**src/rtl/maxpool_l1.sv**
```systemverilog
// Layer-1 2x2/stride-2 max pooling: reads layer-0 memory, writes the pooled image to layer-1 memory.
// Optional build macro MAXPOOL_RELU_EN clamps negative pooled values to zero before the write.
module maxpool_l1 #(
   parameter int         IMG_W   = 64,
   parameter int         DW      = 20,
   parameter int         AW      = 12,
   parameter logic [2:0] SRC_SEL = 3'b001,
   parameter logic [2:0] DST_SEL = 3'b011
) (
   input  logic          clk,
   input  logic          reset,
   input  logic          start,
   output logic          busy,
   output logic          done,
   output logic          crd,
   output logic [AW-1:0] caddr_rd,
   input  logic [DW-1:0] cdata_rd,
   output logic          cwr,
   output logic [AW-1:0] caddr_wr,
   output logic [DW-1:0] cdata_wr,
   output logic [2:0]    csel
);

   localparam int HALF = IMG_W / 2;
   localparam int LW   = $clog2(IMG_W);
   localparam int CW   = $clog2(HALF);
   localparam logic [CW-1:0] IDX_LAST = CW'(HALF - 1);
   localparam logic [CW-1:0] IDX_ONE  = CW'(1);

   typedef enum logic [2:0] {
      S_IDLE,
      S_READ,
      S_LAST,
      S_WRITE,
      S_DONE
   } state_t;

   state_t        state_reg, state_next;
   logic [CW-1:0] r_reg, r_next;
   logic [CW-1:0] c_reg, c_next;
   logic [1:0]    k_reg, k_next;
   logic [DW-1:0] max_reg, max_next;

   logic          busy_next, done_next, crd_next, cwr_next;
   logic [AW-1:0] caddr_rd_next, caddr_wr_next;
   logic [DW-1:0] cdata_wr_next;
   logic [2:0]    csel_next;
   logic          sample, first;

   // k selects (dy,dx) = (k[1],k[0]), giving the row-major order 00,01,10,11
   function automatic logic [AW-1:0] rd_addr(input logic [CW-1:0] r, input logic [CW-1:0] c,
                                             input logic [1:0] k);
      logic [AW-1:0] row;
      logic [AW-1:0] col;
      row = AW'({r, k[1]});
      col = AW'({c, k[0]});
      return (row << LW) + col;
   endfunction

   function automatic logic [AW-1:0] wr_addr(input logic [CW-1:0] r, input logic [CW-1:0] c);
      return (AW'(r) << CW) + AW'(c);
   endfunction

   function automatic logic [DW-1:0] relu(input logic [DW-1:0] v);
`ifdef MAXPOOL_RELU_EN
      return v[DW-1] ? '0 : v;
`else
      return v;
`endif
   endfunction

   always_comb begin
      state_next = state_reg;
      r_next     = r_reg;
      c_next     = c_reg;
      k_next     = k_reg;
      max_next   = max_reg;

      // read data lags the request by two edges: samples land at the ends of READ k=1..3 and LAST
      sample = ((state_reg == S_READ) && (k_reg != 2'd0)) || (state_reg == S_LAST);
      first  = (state_reg == S_READ) && (k_reg == 2'd1);
      if (sample && (first || ($signed(cdata_rd) > $signed(max_reg)))) begin
         max_next = cdata_rd;
      end

      case (state_reg)
         S_IDLE: begin
            if (start) begin
               state_next = S_READ;
               r_next     = '0;
               c_next     = '0;
               k_next     = 2'd0;
            end
         end
         S_READ: begin
            if (k_reg == 2'd3) begin
               state_next = S_LAST;
            end else begin
               k_next = k_reg + 2'd1;
            end
         end
         S_LAST: begin
            state_next = S_WRITE;
         end
         S_WRITE: begin
            k_next     = 2'd0;
            state_next = S_READ;
            if (c_reg == IDX_LAST) begin
               c_next = '0;
               if (r_reg == IDX_LAST) begin
                  r_next     = '0;
                  state_next = S_DONE;
               end else begin
                  r_next = r_reg + IDX_ONE;
               end
            end else begin
               c_next = c_reg + IDX_ONE;
            end
         end
         S_DONE: begin
            state_next = S_IDLE;
         end
         default: begin
            state_next = S_IDLE;
         end
      endcase

      // outputs are registered, so they are derived from the state being entered
      crd_next      = (state_next == S_READ);
      cwr_next      = (state_next == S_WRITE);
      busy_next     = (state_next == S_READ) || (state_next == S_LAST) || (state_next == S_WRITE);
      done_next     = (state_next == S_DONE);
      caddr_rd_next = crd_next ? rd_addr(r_next, c_next, k_next) : caddr_rd;
      caddr_wr_next = cwr_next ? wr_addr(r_reg, c_reg) : caddr_wr;
      cdata_wr_next = cwr_next ? relu(max_next) : cdata_wr;

      case (state_next)
         S_READ, S_LAST: csel_next = SRC_SEL;
         S_WRITE:        csel_next = DST_SEL;
         default:        csel_next = 3'b000;
      endcase
   end

   always_ff @(posedge clk or posedge reset) begin
      if (reset) begin
         state_reg <= S_IDLE;
         r_reg     <= '0;
         c_reg     <= '0;
         k_reg     <= 2'd0;
         max_reg   <= '0;
         busy      <= 1'b0;
         done      <= 1'b0;
         crd       <= 1'b0;
         cwr       <= 1'b0;
         caddr_rd  <= '0;
         caddr_wr  <= '0;
         cdata_wr  <= '0;
         csel      <= 3'b000;
      end else begin
         state_reg <= state_next;
         r_reg     <= r_next;
         c_reg     <= c_next;
         k_reg     <= k_next;
         max_reg   <= max_next;
         busy      <= busy_next;
         done      <= done_next;
         crd       <= crd_next;
         cwr       <= cwr_next;
         caddr_rd  <= caddr_rd_next;
         caddr_wr  <= caddr_wr_next;
         cdata_wr  <= cdata_wr_next;
         csel      <= csel_next;
      end
   end

endmodule

```
**config.mk**
```make
export PLATFORM = sky130hd
export DESIGN_NAME = maxpool_l1
export DESIGN_NICKNAME = d
export VERILOG_FILES = /design/src/rtl/maxpool_l1.sv
export SDC_FILE = /design/constraint.sdc
export NUM_CORES = 1
export LEC_CHECK = 0
export BUFFER_PORTS_ARGS = -buffer_cell sky130_fd_sc_hd__buf_2
export CORE_ASPECT_RATIO = 1.1
export CORE_MARGIN = 2
export CORE_UTILIZATION = 56
export CTS_BUF_LIST = sky130_fd_sc_hd__clkbuf_16
export DETAILED_ROUTE_END_ITERATION = 12
export PLACE_DENSITY = 0.85
export SLEW_MARGIN = 20
export SYNTH_ARGS = -nofsm -noshare
export SYNTH_HDL_FRONTEND = slang
export SYNTH_SLANG_ARGS = --single-unit
```
**constraint.sdc**
```tcl
create_clock -name clk -period 2.6 [get_ports clk]
set_input_delay 0.26 -clock clk [delete_from_list [all_inputs] [get_ports clk]]
set_output_delay 0.26 -clock clk [all_outputs]
set_load 0.1 [all_outputs]
```
==> run metrics <==
r2r worst-path depth=8; global-route wire length before repair=13,700 um; DP Wirelength=5690 um; FF/Latch Area=2030 um^2; setup tns final=0 ns; initial antenna violation count=0; largest net degree at the start of global routing=46; post_cts resized=0; area leader, netlist=dfrtp_1; asr flop ratio synth=100%; total wire length=8260 um; Top FF cell, synth=dfrtp_1; Final Slew Violations=0; clk slew on worst S/H paths=0.06 ns; Area after DPL=4530 um^2; Worst Path Arrival=2.68 ns; largest family of logic cells by synthesized area=multiplexers; Critical Path End Type=flop; post-synthesis adder-cell area fraction=7.40%; CTS buffer count=9; reg-to-reg slack, setup=0.13 ns; GRT Total Usage=22.0%; layout cells sized above 1=35.8%; row cnt=32; outcome=complete, but fails checks; antenna cells=0; critical path startpoint=max_reg[19]$_DFF_PP0_; Skew-Pair Late Insertion Delay=0.34 ns; Cell variety after synth=41; Synth Area per Inst=11.7 um^2; final RePlAce weighted congestion=0.860; fmax=405 MHz; Final WS setup=0.134 ns; die width=85.2 um; Worst-Margin Slew=0.657 ns; CP Data Required Time=2.81 ns; CP max stage cell=nor4_2; mux cell area share after synthesis=19.3%; vias per cell=5.52; Post-synth top cells=81 x dfrtp_1, 37 x mux2_2, 31 x a21oi_1, 31 x nor2_1, 26 x inv_1; post-synthesis compound-gate area fraction=8.44%; number of enable flip-flop cells after synthesis=0; Multi-input gate area=1840 um^2; Max Cap Violations=0; Sinks on Clock Net=81; RSZ-0062 raised after global routing=no; Levels on crit path=8; min Tclk post-route=2.47 ns; # port buffers=70; CP Buf/Inv Count=2; failing checks=negative hold slack; Post-Syn Area=4060 um^2; worst-path fanout max=20; DRT Pass-1 Iters=4; Synth Area in Simple Gates=9.37%; num ports=74; Worst setup SP type=flop; hold_buf cts=0; r2r startpoint=max_reg[19]$_DFF_PP0_; top post-synthesis cells by area=dfrtp_1 50%, mux2_2 10%, ha_1 7.4%; Hold Slack=-0.00757 ns; CTS Buffer Depth=2; CP top delay family=simple AND/OR/NAND/NOR gates; die area=7950 um^2; Initial Utilization=57.9%; Final Cell Area=4810 um^2; worst path cell trace=inv_1, ha_1, nand4_2, nor4_2, a21oi_1, a41oi_4, buf_12, mux2_4; Core Area=7010 um^2; worst r2r dst=max_reg[16]$_DFF_PP0_; Final Hold Viols=10; global route overflow=0; Setup CP Type=reg -> reg; clk_skew=0.00762 ns; # nets final=467; CTS tree=done; pre-CTS setup slack=0.249 ns; Routed wire per std cell=16.2 um; number of synthesis warnings=0; xor-xnor portion of the synthesized cell area=0.216%; setup bufs post-CTS=0; CTS H-Tree Depth=3; Seq/Total Area, Yosys=49.9%; count leader, synth=dfrtp_1; Starting DRT DRC Count=92; Post-DRT Antenna Nets=0; Root Buffer Master=clkbuf_16; Hold Path Class=in -> async; max_slew headroom=56.1%; vias in the first global route=2,883; Die Y=93.3 um; Syn Inst Count=348; synthesized flop and latch total=81; Via Count=2,813; Residual DRC=0; # setup viols final=0; Layout area overhead=18.4%; Critical Path End=max_reg[16]$_DFF_PP0_; top-area cell type share of the netlist area=49.9%; crit share post-route=94.9%; number of fill cells in the layout=499; critical path's largest stage delay=0.37 ns
-- worst register-to-register path: stages, from the launching register on --
cell and delay [ns]:
dfrtp_1 0.36, inv_1 0.07, ha_1 0.36, nand4_2 0.17
nor4_2 0.37, a21oi_1 0.19, a41oi_4 0.26, buf_12 0.23
mux2_4 0.33
-- cell usage in the layout, fill, tap and decap left out, types with 2 or more instances in the layout --
master      n
o21ai_0    12
buf_4       3
inv_1      28
nor3_1      2
mux2i_1     2
buf_12      4
dfrtp_1    81
a32o_1      3
ha_1       24
a21oi_1    31
and3b_1     2
and3_1      3
nand4_1     5
a22o_1      2
mux2_4     20
clkinv_2    3
mux2_1      4
nor2_1     31
buf_2      70
mux2_2     37
clkbuf_16   9
nand3_1     5
nand2_1    14
o21ai_1     2
nand2b_1    5
conb_1      3
nor2b_1     2
o21a_1      2
-- cell type report --
type                            count  area share, %
Tap cell                           85           2.21
Multi-Input combinational cell    225           38.3
Timing Repair Buffer               77           9.42
Clock buffer                        9           4.69
Inverter                           26           2.06
Sequential cell                    81           42.2
Clock inverter                      7           1.15
-- cell families (layout without fill, tap and decap cells) --
logic type,count (synthesis),after routing
multiplexers,63,63
buffers and inverters,44,119
other,1,3
adder cells (fa/ha/maj),24,24
AND/OR/NAND/NOR,76,76
XOR/XNOR,1,1
AO/OA/AOI/OAI,58,58
flip-flops,81,81
-- worst min path at each step --
stage                       startpoint                       end  slack (ns)
after global routing             reset   cdata_wr[8]$_DFFE_PP0P_        0.05
after CTS                        reset  cdata_wr[10]$_DFFE_PP0P_        0.01
final                            reset   cdata_wr[8]$_DFFE_PP0P_      -0.008
after global placement           reset  cdata_wr[10]$_DFFE_PP0P_        0.36
after floorplan           cdata_rd[15]  cdata_wr[15]$_DFFE_PP0P_        0.39
after detailed placement         reset  cdata_wr[10]$_DFFE_PP0P_        0.37
-- routing by layer --
layer  up-vias  wire, um  share of wire (%)  track usage, %
met2        73      4380                 53            39.1
met3        11       452                5.5            4.32
li1       1349         -                  -               -
met5         -         0                  0               0
met1      1380      3330                 40            26.1
met4         0       103                1.2            8.60
-- per-stage QoR --
step	hold slack, ns	cells	util [%]
after floorplan	0.392	350	-
after global placement	0.363	494	64.6
after detailed placement	0.373	494	64.6
after CTS	0.0115	510	68.6
after global routing	0.0509	510	68.6
final	-0.00757	510	68.6
Power is not shown: default switching activity piles up to over one toggle a cycle in this logic, so the estimate is an artifact.
